[config.mk]
export PLATFORM = sky130hd
export DESIGN_NAME = rate_match_timer
export DESIGN_NICKNAME = d
export VERILOG_FILES = /design/src/rtl/rate_match_pkg.sv /design/src/rtl/rate_match_sat_cnt.sv /design/src/rtl/rate_match_timer.sv
export SDC_FILE = /design/constraint.sdc
export NUM_CORES = 1
export LEC_CHECK = 0
export ABC_AREA = 0
export CAP_MARGIN = 40
export CORE_ASPECT_RATIO = 1.4
export CORE_UTILIZATION = 36
export CTS_BUF_LIST = sky130_fd_sc_hd__clkbuf_8
export DETAILED_ROUTE_END_ITERATION = 10
export PLACE_DENSITY = 0.73
export RECOVER_POWER = 50
export SLEW_MARGIN = 20
export SYNTH_ARGS = -nofsm -noshare
export SYNTH_HDL_FRONTEND = slang
export SYNTH_HIERARCHICAL = 1
export SYNTH_SLANG_ARGS = --single-unit
[constraint.sdc]
create_clock -name clk -period 2.39 [get_ports clk]
set_input_delay 0.239 -clock clk [delete_from_list [all_inputs] [get_ports clk]]
set_output_delay 0.239 -clock clk [all_outputs]
set_load 0.005 [all_outputs]
[src/rtl/rate_match_pkg.sv]
`default_nettype none
// ============================================================================
//  Module      : rate_match_pkg
//  Description : Shared types and constants for the rate-matching timer.
//                Holds the state encoding and the run-mode constants.
//  Revision    : 1.0 - initial release
// ============================================================================
package rate_match_pkg;

  // Controller state: idle waiting for start, or counting a run.
  typedef enum logic {
    IDLE  = 1'b0,
    COUNT = 1'b1
  } state_e;

  // Run mode, captured when a start is accepted.
  localparam logic MODE_PERIODIC = 1'b0;
  localparam logic MODE_ONESHOT  = 1'b1;

endpackage : rate_match_pkg
`default_nettype wire

[src/rtl/rate_match_sat_cnt.sv]
`default_nettype none
// ============================================================================
//  Module      : rate_match_sat_cnt
//  Description : W-bit saturating up-counter with synchronous clear.
//                Clear has priority over increment; the counter sticks at
//                all-ones once it gets there.
//  Ports       : clk    - clock
//                rst    - synchronous active-high reset
//                clr_i  - clear to zero
//                inc_i  - increment by one (saturating)
//                cnt_o  - current count
//  Revision    : 1.0 - initial release
// ============================================================================
module rate_match_sat_cnt #(
  parameter int W = 4
) (
  input  logic         clk,
  input  logic         rst,
  input  logic         clr_i,
  input  logic         inc_i,
  output logic [W-1:0] cnt_o
);

  logic [W-1:0] cnt_q;

  always_ff @(posedge clk) begin
    if (rst || clr_i) begin
      cnt_q <= '0;
    end else if (inc_i && (cnt_q != {W{1'b1}})) begin
      cnt_q <= cnt_q + 1'b1;
    end
  end

  assign cnt_o = cnt_q;

endmodule : rate_match_sat_cnt
`default_nettype wire

[src/rtl/rate_match_timer.sv]
`default_nettype none
// ============================================================================
//  Module      : rate_match_timer
//  Description : Programmable rate-matching timer. Emits a one-cycle
//                completion strobe every TC+1 enabled cycles, in periodic
//                or one-shot mode, with a sticky pending flag cleared by
//                ack and a saturating count of events lost while pending.
//  Ports       : clk            - clock
//                rst            - synchronous active-high reset
//                en_i           - count enable (0 freezes the count)
//                start_i        - begin a run (accepted in IDLE only)
//                abort_i        - end the run, back to IDLE, no event
//                mode_i         - 0 periodic / 1 one-shot, captured on start
//                tc_load_i      - load tc_in_i as terminal count (IDLE only)
//                tc_in_i        - new terminal count
//                ack_i          - consumer acknowledge of pending event
//                done_pulse_o   - one-cycle completion strobe
//                done_pending_o - sticky event flag
//                busy_o         - high while counting
//                count_o        - current count value
//                miss_cnt_o     - events lost while pending (saturating)
//  Revision    : 1.0 - initial release
// ============================================================================
module rate_match_timer
  import rate_match_pkg::*;
#(
  parameter int CNT_W      = 8,
  parameter int DEFAULT_TC = 88,
  parameter int MISS_W     = 4
) (
  input  logic              clk,
  input  logic              rst,
  input  logic              en_i,
  input  logic              start_i,
  input  logic              abort_i,
  input  logic              mode_i,
  input  logic              tc_load_i,
  input  logic [CNT_W-1:0]  tc_in_i,
  input  logic              ack_i,
  output logic              done_pulse_o,
  output logic              done_pending_o,
  output logic              busy_o,
  output logic [CNT_W-1:0]  count_o,
  output logic [MISS_W-1:0] miss_cnt_o
);

  state_e             state_q;
  logic [CNT_W-1:0]   count_q;
  logic [CNT_W-1:0]   tc_q;
  logic               mode_q;
  logic               done_pulse_q;
  logic               done_pending_q;

  logic               done_pulse_d;
  logic               start_acc;
  logic               miss_inc;

  // Terminal event: abort suppresses it even when the count matches.
  assign done_pulse_d = (state_q == COUNT) && en_i && !abort_i && (count_q == tc_q);
  assign start_acc    = (state_q == IDLE) && start_i && !abort_i;
  // An event landing on an un-acked pending flag is lost; an ack in the
  // same cycle consumes the old event, so nothing is lost then.
  assign miss_inc     = done_pulse_d && done_pending_q && !ack_i;

  always_ff @(posedge clk) begin
    if (rst) begin
      state_q        <= IDLE;
      count_q        <= '0;
      tc_q           <= CNT_W'(DEFAULT_TC);
      mode_q         <= MODE_PERIODIC;
      done_pulse_q   <= 1'b0;
      done_pending_q <= 1'b0;
    end else begin
      done_pulse_q <= done_pulse_d;

      // New event beats a coincident ack.
      if (done_pulse_d) begin
        done_pending_q <= 1'b1;
      end else if (ack_i) begin
        done_pending_q <= 1'b0;
      end

      case (state_q)
        IDLE: begin
          count_q <= '0;
          if (tc_load_i) begin
            tc_q <= tc_in_i;
          end
          if (start_acc) begin
            state_q <= COUNT;
            mode_q  <= mode_i;
          end
        end
        COUNT: begin
          if (abort_i) begin
            state_q <= IDLE;
            count_q <= '0;
          end else if (en_i) begin
            if (count_q == tc_q) begin
              count_q <= '0;
              if (mode_q == MODE_ONESHOT) begin
                state_q <= IDLE;
              end
            end else begin
              count_q <= count_q + 1'b1;
            end
          end
        end
        default: begin
          state_q <= IDLE;
          count_q <= '0;
        end
      endcase
    end
  end

  rate_match_sat_cnt #(
    .W (MISS_W)
  ) u_miss_cnt (
    .clk   (clk),
    .rst   (rst),
    .clr_i (start_acc),
    .inc_i (miss_inc),
    .cnt_o (miss_cnt_o)
  );

  assign done_pulse_o   = done_pulse_q;
  assign done_pending_o = done_pending_q;
  assign busy_o         = (state_q == COUNT);
  assign count_o        = count_q;

endmodule : rate_match_timer
`default_nettype wire

==> key figures <==
STA
  – Worst Skew: 0.00156 ns
  – Peak Freq: 496 MHz
  – Final period utilization: 84.4%
  – Actual slew at the worst max-slew pin: 0.472 ns
  – RSZ-0062 raised after global routing: no
  – Setup_tns: 0 ns
  – Final period demand of the worst path: 2.02 ns
  – Final Setup Violations: 0
  – Final hold violation count: 0
  – Setup slack after layout: 0.373 ns
  – Final Max Slew Viols: 0
  – Max-slew headroom: 68.5%

Detailed routing
  – Final wirelength: 2.74 mm
  – Pre-antenna DRT Iters: 4
  – Routed Antenna Nets: 0
  – Drc violations: 0
  – DR vias: 1057
  – Routed vias/inst: around 5.1
  – Routed wire length per instance: around 13 um
  – Drt initial violations: 13

Placement
  – Detailed placement HPWL: 2.11 mm
  – IO Port Bufs: 30
  – Pre-CTS setup slack: 0.424 ns
  – Final RePlAce weighted congestion: 0.782

Die
  – Io pins: 31
  – Core outline area: 3150 um2
  – Die ar.: 3600 um2
  – Initial core utilization: 38.4%
  – Rows: 24
  – Chip height: 70.6 um
  – Die width: 51.0 um

Worst setup path
  – Crit-path max FO: 6
  – Critical Path Source Type: register
  – CP Data Required Time: 2.55 ns
  – Critical path type: register to register
  – Setup crit end kind: register
  – WP data arrival: 2.18 ns

Outcome
  – Status: completed

GRT
  – Gr ovfl total: 0
  – Initial antenna violation count: 0
  – First-pass GRT wire length: 4.75 mm
  – Total global-route track usage: approximately 17%
  – Vias in the first global route: 1128
  – Largest net degree at the start of global routing: 16

Synthesis
  – Sequential fraction of the synthesis area: 39.7%
  – Synth Register Bits: 24
  – Number of distinct library cells after synthesis: 38
  – Area leader, netlist: dfxtp_1
  – Yosys top cell area share: slightly below 40%
  – Syn_nets: 153
  – Synth area leaders: dfxtp_1 (40%), nand2_1 (7.8%), xor2_1 (5.8%), a21oi_1 (4.6%), nand2b_1 (3.6%)
  – Yosys warning total: 6
  – Cell Area, Synth: 1210 um2
  – Avg Inst Size Synth: 8.96 um2
  – Gate Count Post-Synth: 135

Clocking
  – Cts repair resizes: 0
  – Htree depth: 1
  – Hold-fix buffers, CTS: 0
  – CTS tree: yes
  – CTS Buffer Depth: 2
  – Skew-Pair Late Insertion Delay: 0.27 ns
  – Total CTS buffers: 3
  – Setup Buffers After CTS: 0
  – Clk root buf: clkbuf_8
  – Worst-path clk slew: 0.09 ns
  – Clock Sinks: 24

Finish
  – Commonest cells after routing, fill and taps aside: nand2_1 (25), dfxtp_1 (24), clkdlybuf4s50_1 (19)
  – Number of diodes: 0
  – FF+latch area: a little under 500 um2
  – Area occupied by multi-input gates: 697 um2
  – Fraction of layout cells with a size suffix above 1: 11.2%
  – Layout area overhead: 34.1%
  – NumNets Final: 189
  – Most common cell after layout, fill and taps aside: nand2_1
  – FILL cells: between 300 and 400
  – Layout Utilization: 51.5%

Pwr
  – Pwr dens: 490 nW/um2
  – Worst VDD drop: 0.000268 V
  – P_leak: 0.657 nW

Run
  – Max Cap Viol: 0

Hold path
  – Min-Delay Path Class: register to register
worst max-delay path, stage by stage (launching register included):
cell and delay, ns:
dfxtp_1 0.37, xor2_1 0.20, nor4_4 0.43, nand4_1 0.22
nor2_1 0.21, nand4_1 0.18, o211ai_2 0.20, o41ai_2 0.09
registers in the layout (all words and copies together), names as in the netlist:
signal            cells
u_miss_cnt/cnt_o      4
tc_q                  8
busy_o                1
done_pending_o        1
mode_q                1
done_pulse_o          1
count_o               8
path summary, 6_finish.rpt:
path | slack [ns] | cells past startpoint | endpoint | from
max | 0.37 | 7 | u_miss_cnt/cnt_o[3]$_SDFFE_PP0P_ | count_o[0]$_SDFFE_PP0P_
max reg2reg | 0.37 | 7 | u_miss_cnt/cnt_o[3]$_SDFFE_PP0P_ | count_o[0]$_SDFFE_PP0P_
min | 0.47 | 2 | tc_q[2]$_SDFFE_PP0P_ | tc_q[2]$_SDFFE_PP0P_
min reg2reg | 0.47 | 2 | tc_q[2]$_SDFFE_PP0P_ | tc_q[2]$_SDFFE_PP0P_
cell families after synthesis:
family | Yosys count | share of synthesized area, %
muxes | 3 | 2.48
adders and majority gates | 2 | 2.07
and+or+nand+nor | 66 | 31.3
xor gates and xnor gates | 8 | 5.79
DFF | 24 | 39.7
AOI/OAI and AO/OA | 26 | 15.9
buffers and inverters | 6 | 2.69
through the flow:
| step | hold WS [ns] | power (mW) | area (um2) | cells |
|---|---|---|---|---|
| finish | 0.472 | 0.794 | 1620 | 209 |
| global route | 0.515 | 0.821 | 1620 | 209 |
| CTS | 0.474 | 0.800 | 1630 | 209 |
| detailed placement | 0.462 | 0.521 | 1570 | 205 |
| global placement | 0.464 | 0.518 | 1570 | 205 |
| floorplan | 0.337 | 0.479 | 1210 | 135 |
routing by layer:
layer	wire length, um	up-vias	part of all wire [%]	track usage, %
met5	0	-	0	0
met1	1210	484	44	19.2
met3	128	5	4.7	2.58
li1	-	540	-	-
met2	1350	28	49	30.8
met4	49	0	1.8	6.48
area by class of cell:
class | instances | share of cell area, %
timing repair buffer | 35 | 20.6
sequential | 24 | 29.6
multi-input combinational | 105 | 42.9
inverter | 2 | 0.463
tap | 39 | 3.01
clock buffer | 4 | 3.39
Yosys cell counts:
cell	instances
nand2_1	25
dfxtp_1	24
a21oi_1	11
xor2_1	8
nand2b_1	7
nor2_1	7
nand3_1	6
nand3b_1	4
o21ai_1	4
and3_1	3
mux2i_1	3
clkbuf_1	2
ha_1	2
inv_1	2
nand4_1	2
nor4_4	2
o2bb2ai_1	2
a21o_4	1
a21oi_4	1
a32o_1	1
and2b_1	1
buf_1	1
clkbuf_8	1
nand2_2	1
nand2b_4	1
nand4b_1	1
nor2b_1	1
nor2b_4	1
nor3_1	1
nor3b_1	1
o211ai_1	1
o211ai_2	1
o21ai_0	1
o21ai_2	1
o311ai_1	1
o41ai_2	1
or2_2	1
or3_1	1
where the power goes:
group,switching [mW],total (mW),internal [mW]
logic,0.0426,0.0905,0.0480
clock network,0.137,0.285,0.147
registers,0.00831,0.419,0.411
Note: power is estimated with default switching activity, not from simulation.
==> edit (same settings) <==
Reset style: asynchronous (`rst`), changed in one clocked block. Comments in the files are not updated.
--- a/src/rtl/rate_match_timer.sv
+++ b/src/rtl/rate_match_timer.sv
@@ -62,7 +62,7 @@
   // same cycle consumes the old event, so nothing is lost then.
   assign miss_inc     = done_pulse_d && done_pending_q && !ack_i;
 
-  always_ff @(posedge clk) begin
+  always_ff @(posedge clk or posedge rst) begin
     if (rst) begin
       state_q        <= IDLE;
       count_q        <= '0;
Behaviour: differs if rst is asserted again (counterexample within 4 cycles, from zero or initial values and one cycle with rst high); with rst held inactive, the same outputs for 10 cycles.
==> edit against the unedited design <==
- sequential cell count stayed put
- synthesized area down 1.1%
- global-route usage is 0.54 points lower
- total power down 0.34%
- final cell count is 11% lower
- combinational power increased by 15%
- worst setup slack better by 0.11 ns
- maximum frequency rose by 5.7%
- largest cell class is now registers
- final area fell by 1.8%
- critical endpoint unchanged
- routed wire length shrank 7.0%
- critical path depth up 2
==> edit: results (changes against the unedited design) <==
stage,metric,value,unit,change
outcome,outcome,"finished, final reports clean",,unchanged
global_routing,grt_start_max_net_pins,21,,was 16
hold_path,min_from,mode_q$_DFFE_PP0P_,,was tc_q[2]$_SDFFE_PP0P_
logic_synthesis,seq_area_frac_synth,0.4885,,was 0.3971
critical_path,reg2regPathDepth,9,,was 7
critical_path,slowest_stage,dfrtp_1,,was nor4_4
drt,drt-wirelength-per-cell,13.70,um,was 13.12 um
logic_synthesis,synth_xor_xnor_area_share,0.05858,,was 0.05791
critical_path,critical_path_arrival,2.04,ns,was 2.18 ns
global_routing,groute.usage.overall,0.1641,,was 0.1695
layout,drive_gt1_frac,0.1565,,was 0.1118
global_routing,global_route_wire_length_before_repair,4.409,mm,was 4.747 mm
critical_path,r2r_start,count_o[6]$_DFFE_PP0P_,,was count_o[0]$_SDFFE_PP0P_
placement,numPlacedInstances,182,,was 205
layout,final_nets,166,,was 189
logic_synthesis,synth_top_cells_by_area,"dfrtp_1, mux2_2, dfxtp_1",,"was dfxtp_1, nand2_1, xor2_1"
sta,skew,0.003673,ns,was 0.001564 ns
power_and_ir_drop,switching_share,0.2227,,was 0.2369
sta,slew_headroom,0.5121,,was 0.6845
power_and_ir_drop,leakage,0.6615,nW,was 0.6566 nW
logic_synthesis,synth.cells.most_frequent,"dfrtp_1, nand2_1, mux2_2",,"was nand2_1, dfxtp_1, a21oi_1"
critical_path,cpPeakStageDelay,0.49,ns,was 0.43 ns
logic_synthesis,synth-main-ff-cell,dfrtp_1,,was dfxtp_1
global_routing,first_global_vias,1030,,"was 1,128"
layout,final_cell_count_no_fill,186,,was 209
drt,via_count,950,,"was 1,057"
logic_synthesis,async_flop_share,0.8333,,was 0
placement,gp_congestion,0.7533,,was 0.7819
layout,n_fill_cell,310,,was 307
drt,detailedRoute.firstIterationViolations,8,,was 13
logic_synthesis,syn-num-nets,130,,was 153
power_and_ir_drop,ir_worst_vdd,0.2930,mV,was 0.2685 mV
hold_path,whs_path_depth,1,,was 2
placement,dpl_cell_area,1553,um^2,was 1572 um^2
placement,hpwl,1.990,mm,was 2.108 mm
logic_synthesis,synth_compound_gate_area_share,0.1056,,was 0.1593
cts,cts_setup_buffers,0,,unchanged
logic_synthesis,synth_area_per_cell,10.68,um^2,was 8.962 um^2
[edit: cell types whose count changed after synthesis, moves of 3 or more]
cell      delta
dfrtp_1     +17
xor2_1       -8
nand2b_1     -6
nand3_1      -3
a211o_1      +3
xnor2_1      +8
o21ai_1      -4
dfxtp_1     -20
dfstp_2      +3
mux2_2       +9
a21oi_1     -10
nand3b_1     -3
nand2_1      -9
[edit: layer usage]
layer / up-vias / track usage / wire (um)
met3: 4 / 0.02179 / 80
met5: - / 0 / 0
li1: 467 / - / -
met2: 27 / 0.3081 / 1373
met1: 452 / 0.1752 / 1048
met4: 0 / 0.07099 / 46
[edit: worst paths after layout]
kind                                                    end  slack, ns
hold reg to reg                            busy_o$_DFF_PP0_       0.51
max in group asynchronous            count_o[4]$_DFFE_PP0P_       1.32
min in group asynchronous        done_pending_o$_DFFE_PP0P_       0.61
setup reg to reg           u_miss_cnt/cnt_o[3]$_SDFFE_PP0P_       0.48
setup / recovery           u_miss_cnt/cnt_o[3]$_SDFFE_PP0P_       0.48
hold / removal                             busy_o$_DFF_PP0_       0.51
[edit: cell type report]
type,count,area (um^2),share of cell area
well taps,39,48.80,0.03061
repair buffers,33,319.1,0.2002
multi-input cells,82,581.8,0.3650
inverters,4,15.01,0.009419
flip-flops and latches,24,584.3,0.3666
clock buffers,3,41.29,0.02590
clock inverters,1,3.754,0.002355
[edit: stage by stage]
stage / util / hold slack (ns) / setup slack, ns
2_1_floorplan: - / 0.2006 / 0.5602
3_3_place_gp: 0.4925 / 0.4961 / 0.5114
3_5_place_dp: 0.4925 / 0.4983 / 0.4879
4_1_cts: 0.5067 / 0.5153 / 0.4702
5_1_grt: 0.5056 / 0.5366 / 0.3601
6_report: 0.5056 / 0.5056 / 0.4821
[edit: cell families after synthesis]
family | count (synthesis)
AND/OR/NAND/NOR | 46
flip-flops | 24
AO/OA/AOI/OAI | 15
multiplexers | 11
XOR/XNOR | 8
buffers and inverters | 6
adder cells (fa/ha/maj) | 2
[edit: power groups by stage]
stage	combinational, mW	sequential [mW]	clock (mW)
floorplan	0.0651	0.458	0
global placement	0.106	0.463	0
detailed placement	0.107	0.464	0
CTS	0.108	0.456	0.241
global route	0.114	0.459	0.261
finish	0.104	0.455	0.232
